===== src/rtl/puf_pkg.sv =====
// puf_pkg: shared FSM state type and default response width for the PUF response path
package puf_pkg;
    typedef enum logic {IDLE, SHIFT} state_e;
    localparam int DEFAULT_RESP_WIDTH = 16;
endpackage


===== src/rtl/deser_out_reg.sv =====
// deser_out_reg: holding register for assembled words with valid/ready handshake, sticky overrun and word counter
//   clk, rst        clock and synchronous active-high reset
//   load_i, data_i  completed word strobe and its value
//   ready_i         consumer accepts the held word
//   clr_overrun_i   clears the sticky overrun flag (a simultaneous drop wins)
//   data_o, valid_o held word and its valid flag
//   overrun_o       sticky flag: a completed word was dropped
//   count_o         number of words loaded, wraps at 16 bits
module deser_out_reg #(
    parameter int WIDTH = puf_pkg::DEFAULT_RESP_WIDTH
) (
    input  logic             clk,
    input  logic             rst,
    input  logic             load_i,
    input  logic [WIDTH-1:0] data_i,
    input  logic             ready_i,
    input  logic             clr_overrun_i,
    output logic [WIDTH-1:0] data_o,
    output logic             valid_o,
    output logic             overrun_o,
    output logic [15:0]      count_o
);
    logic [WIDTH-1:0] data_q, data_d;
    logic             valid_q, valid_d, overrun_q, overrun_d;
    logic [15:0]      count_q, count_d;
    logic             take, drop;

    // A new word fits if the slot is empty or is being consumed this very cycle
    assign take = load_i && (!valid_q || ready_i);
    assign drop = load_i && valid_q && !ready_i;

    always_comb begin
        data_d    = take ? data_i : data_q;
        valid_d   = take ? 1'b1 : (valid_q && !ready_i);
        count_d   = take ? count_q + 16'd1 : count_q;
        overrun_d = drop ? 1'b1 : (clr_overrun_i ? 1'b0 : overrun_q);
    end

    always_ff @(posedge clk) begin
        if (rst) begin
            data_q    <= '0;
            valid_q   <= 1'b0;
            overrun_q <= 1'b0;
            count_q   <= '0;
        end else begin
            data_q    <= data_d;
            valid_q   <= valid_d;
            overrun_q <= overrun_d;
            count_q   <= count_d;
        end
    end

    assign data_o    = data_q;
    assign valid_o   = valid_q;
    assign overrun_o = overrun_q;
    assign count_o   = count_q;
endmodule


===== src/rtl/response_deserializer.sv =====
// response_deserializer: assembles framed serial PUF response bits into WIDTH-bit words
//   clk, rst            clock and synchronous active-high reset
//   ser_in, ser_valid   serial bit and its qualifier
//   frame_start         marks the current valid bit as bit 0 of a new word
//   par_data, par_valid assembled word and its valid flag, consumed on par_ready
//   overrun, clr_overrun sticky drop flag and its clear
//   word_count          words delivered, wraps at 16 bits
module response_deserializer
    import puf_pkg::*;
#(
    parameter int WIDTH     = DEFAULT_RESP_WIDTH,
    parameter bit MSB_FIRST = 1'b1
) (
    input  logic             clk,
    input  logic             rst,
    input  logic             ser_in,
    input  logic             ser_valid,
    input  logic             frame_start,
    output logic [WIDTH-1:0] par_data,
    output logic             par_valid,
    input  logic             par_ready,
    output logic             overrun,
    input  logic             clr_overrun,
    output logic [15:0]      word_count
);
    localparam int CW = $clog2(WIDTH) + 1;

    state_e           state_q, state_d;
    logic [CW-1:0]    cnt_q, cnt_d;
    logic [WIDTH-1:0] shreg_q, shreg_d;
    logic             done;

    always_comb begin
        state_d = state_q;
        cnt_d   = cnt_q;
        shreg_d = shreg_q;
        done    = 1'b0;
        if (ser_valid) begin
            if (frame_start) begin
                // Start (or resync) a word: the partial word is discarded and this bit is bit 0
                state_d = SHIFT;
                cnt_d   = CW'(1);
                shreg_d = MSB_FIRST ? {{(WIDTH-1){1'b0}}, ser_in} : {ser_in, {(WIDTH-1){1'b0}}};
            end else if (state_q == SHIFT) begin
                // After WIDTH shifts the first bit has migrated to the MSB (or LSB)
                shreg_d = MSB_FIRST ? {shreg_q[WIDTH-2:0], ser_in} : {ser_in, shreg_q[WIDTH-1:1]};
                done    = cnt_q == CW'(WIDTH-1);
                cnt_d   = done ? '0 : cnt_q + CW'(1);
            end
        end
    end

    always_ff @(posedge clk) begin
        if (rst) begin
            state_q <= IDLE;
            cnt_q   <= '0;
            shreg_q <= '0;
        end else begin
            state_q <= state_d;
            cnt_q   <= cnt_d;
            shreg_q <= shreg_d;
        end
    end

    deser_out_reg #(.WIDTH(WIDTH)) u_out (
        .clk           (clk),
        .rst           (rst),
        .load_i        (done),
        .data_i        (shreg_d),
        .ready_i       (par_ready),
        .clr_overrun_i (clr_overrun),
        .data_o        (par_data),
        .valid_o       (par_valid),
        .overrun_o     (overrun),
        .count_o       (word_count)
    );
endmodule


===== config.mk =====
export PLATFORM = sky130hd
export DESIGN_NAME = response_deserializer
export DESIGN_NICKNAME = d
export VERILOG_FILES = /design/src/rtl/puf_pkg.sv /design/src/rtl/deser_out_reg.sv /design/src/rtl/response_deserializer.sv
export SDC_FILE = /design/constraint.sdc
export NUM_CORES = 1
export LEC_CHECK = 0
export CAP_MARGIN = 20
export CORE_MARGIN = 2
export CORE_UTILIZATION = 25
export DETAILED_ROUTE_END_ITERATION = 10
export PLACE_DENSITY = 0.49
export REMOVE_ABC_BUFFERS = 1
export SYNTH_ARGS = -nofsm -noshare
export SYNTH_HDL_FRONTEND = slang
export SYNTH_SLANG_ARGS = --single-unit

===== constraint.sdc =====
create_clock -name clk -period 3.89 [get_ports clk]
set_input_delay 1.167 -clock clk [delete_from_list [all_inputs] [get_ports clk]]
set_output_delay 1.167 -clock clk [all_outputs]
set_load 0.01 [all_outputs]

After elaboration in Yosys (flattened, before gate mapping)
Index checks and enable logic that the tools add are counted.
Widths: inputs -> output; s select.

word-level totals
  register bits = 56
  input port bits = 7
  output and inout bits = 34
  logic and storage cells = 33

operators by class
  $add $sub $neg = 2
  eq/ne operators = 1
  multiplexer cells = 12
  reductions and logical operators = 11

operator list
  cell                   count
  $mux 16                3
  $add 16x1->16 const B  1
  $mux 5                 3
  $mux 1                 6
  $add 5x1->5 const B    1
  $eq 5x4->1 const B     1
  $logic_and 1x1->1      4
  $reduce_and 2->1       2
  $reduce_bool 2->1      2
  $logic_not 1->1        2
  $logic_or 1x1->1       1

Depth between registers and ports, before layout
  word-level depth = 7
  gate-level depth with buffers = 8
  gate-level depth less buffers = 5

By module
From an unflattened synthesis, not the netlist that was laid out.

unflattened totals
  cell total of the unflattened synthesis = 304
  area total of the unflattened synthesis = 2,474.9 um^2

modules (own cells, without submodules)
  module                 instances  cells an instance  area an instance (um^2)  seq. area each (um^2)
  deser_out_reg          1          165                1,381.3                  680.7
  response_deserializer  1          139                1,093.5                  440.4

Least setup slack after synthesis
OpenSTA, ideal clock, no wires.

  kind = input to register
  start point = input port ser_valid
  end point = register u_out.count_q[14], in the netlist u_out.count_o[14]
  setup time = 70 ps
  arrival time = 2,347 ps
  required time = 3,820 ps
  slack = 1,472 ps
  stages on the path = 7
  path buffers = 3
  cells stage by stage = buf_2 -> and3b_1 -> buf_4 -> nand4_4 -> buf_6 -> or4_1 -> a21oi_1

between the ends
  longest elaborated chain between the ends = 2

RTL lines
  element                 line                         RTL
  start: declaration      response_deserializer.sv:17  input logic ser_valid,
  $mux 1                  response_deserializer.sv:38  if (ser_valid) begin
  $logic_and 1x1->1       deser_out_reg.sv:29          assign take = load_i && (!valid_q || ready_i);
  end signal: assignment  deser_out_reg.sv:49          count_q <= count_d;
  end: declaration        deser_out_reg.sv:25          logic [15:0] count_q, count_d;

Every way passes these cells.
A chain may end at the register's enable or synchronous reset.

Worst setup path in the final report
  start point = input port ser_valid
  end point = register u_out.data_q[7], in the netlist u_out.data_o[7]

between the ends
  longest elaborated chain between the ends = 2
  elaborated cells on any way between the ends = 3
  classes of those cells = mux (2); reduce/logical (1)

RTL lines
  element                 line                         RTL
  $mux 1                  response_deserializer.sv:38
  $logic_and 1x1->1       deser_out_reg.sv:29
  end signal: assignment  deser_out_reg.sv:46          data_q <= data_d;
  end: declaration        deser_out_reg.sv:23          logic [WIDTH-1:0] data_q, data_d;

Several ways; a longest one is shown, not always the timed one.

==> results.yml <==
synth:
  synthAdderAreaFrac_pct: 1.13
  ys_seq_area_share_pct: 50.5
  ys_warn_count: 0
  yosys.cell_types.count: 40
  synth_edf_count: 0
  ys_top_cells_by_count: "dfxtp_1, nor2_1, a211oi_1, a21oi_1, a22oi_1"
  synth_compound_area_share_pct: 20.9
  synth-seq-cells: 56
  synth.area.mux_share_pct: 0.451
  synth-xor-area-share_pct: 1.18
  syn-mean-instance-area_um2: 9.37
  yosysTopAreaCellShare_pct: 50.5
  synth_area_leaders: "dfxtp_1, nor2_1, a211oi_1"
  yosysTopAreaCell: "dfxtp_1"
  synth_top_family_by_area: "compound AO/OA/AOI/OAI gates"
  yosysMostFrequentCell: "dfxtp_1"
  synthArstFlopShare_pct: 0
  syn_inst: 237
  mappedNetlistArea_um2: 2220
  ys.flop_type: "dfxtp_1"
  yosys.area_share.simple_pct: 20.9
worst_setup_path:
  reg2reg_slack_ps: 1850
  path_cells: "clkdlybuf4s50_1 -> and3b_1 -> and3_1 -> buf_4 -> nor2_1 -> a211oi_1"
  required_ps: 4120
  crit_type: "in2reg"
  slowest_stage: "clkdlybuf4s50_1"
  cpPeakStageDelay_ps: 590
  crit_family: "buffers and inverters"
  arrival_ps: 3050
  worstPathMaxFanout: 34
  critPathLaunchType: "primary input"
  cp-end-kind: "flop"
  critPathBufInv: 2
finish:
  drive_above_1_share_pct: 6.27
  fin_nets: 279
  fillerInstances: 931
  final_cells: 379
  area_growth_pct: 24.9
  n_antenna_cell: 0
floorplanning:
  initial_utilization_pct: 25.6
  dieWidth_um: 98.2
  ios: 41
  die_h_um: 98.2
  die_area_um2: 9650
  core_um2: 8680
  fp-row-count: 34
clock_network:
  cts_tree: "yes"
  cts-resized-gates: 0
  holdBufCountCts: 0
  clk_pin_slew_worst_paths_ps: 110
  root_buffer: "clkbuf_8"
  clkLatencyLatePin_ps: 310
  cts_made_buffers: 5
  clockBufferDepth: 2
  cts.sink_count: 56
  cts_setup_buffers: 0
  cts-htree-levels: 2
global_route:
  grt_pass1_vias: 1788
  grt_overflow_total: 0
  grt_pass1_wl_mm: 8.54
  antenna_found_initial: 0
  track_usage_pct: 10.7
  grt_max_degree: 57
detailed_routing:
  num_vias: 1832
  dr.pass1.iters: 4
  routed_via_density: 4.83
  drc_errors: 0
  drtIter0Drc: 51
  wl_mm: 4.91
  wire_per_inst_um: 13.0
  ant_nets: 0
power:
  p_leak_nw: 0.853
  ir_worst_vdd_v: 0.000134
  power.density_nw_per_um2: 342
min_path:
  hp-class: "reg2reg"
flow_run:
  drv_cap: 0
sta:
  fmax_mhz: 354
  fin_worst_skew_ps: 5.08
  tightest_slew_ps: 1020
  finalWorstSetupSlack_ps: 1070
  finalSetupTns_ps: 0
  report.final.slew_viol_count: 0
  setup_viol: 0
  hold_viol: 0
  holdWs_ps: 450
  rsz0062_at_grt: "false"
  fin_crit_sh_pct: 72.5
  slew_headroom_pct: 31.9
  finalCriticalPeriod_ps: 2820
place:
  place_ws_ps: 735
  post-dp-hpwl_mm: 3.21
  portBuffers: 40
  place.gp.congestion: 0.724
  dp.cells: 371
outcome:
  run_status: "finished, final reports clean"
[routing by layer]
metal | wire length (µm) | track usage, % | share of wire, % | up-vias
li1 | - | - | - | 935
met2 | 2230 | 18.0 | 45 | 42
met1 | 2400 | 13.3 | 49 | 849
met4 | 46 | 2.53 | 0.94 | 0
met3 | 237 | 3.72 | 4.8 | 6
met5 | 0 | 0 | 0 | -
[state kept, by name, summed over array words and instances, names as in the netlist]
register	count
state_q	1
shreg_q	16
u_out.overrun_o	1
u_out.data_o	16
u_out.valid_o	1
cnt_q	5
u_out.count_o	16
[worst register-to-register path, stage by stage (launching register included)]
cell	delay, ps
dfxtp_1	420
ha_1	180
and4b_1	500
and3_1	220
buf_4	320
nor2_1	90
a211oi_1	220
[area by class of cell]
| type | count | area, µm² | area share (%) |
|---|---|---|---|
| inverter | 4 | 15.0 | 0.542 |
| timing repair buffer | 43 | 418 | 15.1 |
| tap | 108 | 135 | 4.88 |
| clock inverter | 3 | 25.0 | 0.903 |
| sequential | 56 | 1120 | 40.5 |
| clock buffer | 5 | 68.8 | 2.48 |
| multi-input combinational | 160 | 988 | 35.7 |
[logic make-up after synthesis]
group | count (synthesis)
AO/OA/AOI/OAI | 70
adder cells (fa/ha/maj) | 2
flip-flops | 56
XOR/XNOR | 3
buffers and inverters | 21
multiplexers | 1
AND/OR/NAND/NOR | 84
[where the power goes]
group / internal (mW) / switching, mW
registers: 0.575 / 0.00247
logic: 0.0103 / 0.0202
clock network: 0.132 / 0.207
[cells in the final DEF, fill, tap and decap left out, types with 3 or more instances in the layout]
master           count
clkdlybuf4s50_1     39
nand3_1              3
buf_4                3
o31ai_1              7
or4_1                7
a211oi_1            17
nand2_1             11
a21oi_1             17
dfxtp_1             56
nand4_1              3
clkbuf_8             5
a22oi_1             16
inv_1                4
nor2_1              39
o21ai_0              7
or3_1                5
[path summary, 6_finish.rpt]
| path | startpoint | endpoint | depth (start not counted) |
|---|---|---|---|
| max | ser_valid | u_out.data_o[7] | 6 |
| min | cnt_q[4] | cnt_q[4] | 2 |
| max reg2reg | cnt_q[0] | u_out.data_o[7] | 6 |
| min reg2reg | cnt_q[4] | cnt_q[4] | 2 |
[through the flow]
stage	power, mW	cell area, µm²	util [%]
2_1_floorplan	0.601	2120	-
3_3_place_gp	0.622	2680	30.9
3_5_place_dp	0.622	2680	30.9
4_1_cts	0.967	2770	31.9
5_1_grt	0.990	2770	31.9
6_report	0.947	2770	31.9
Note: power is estimated with default switching activity, not from simulation.
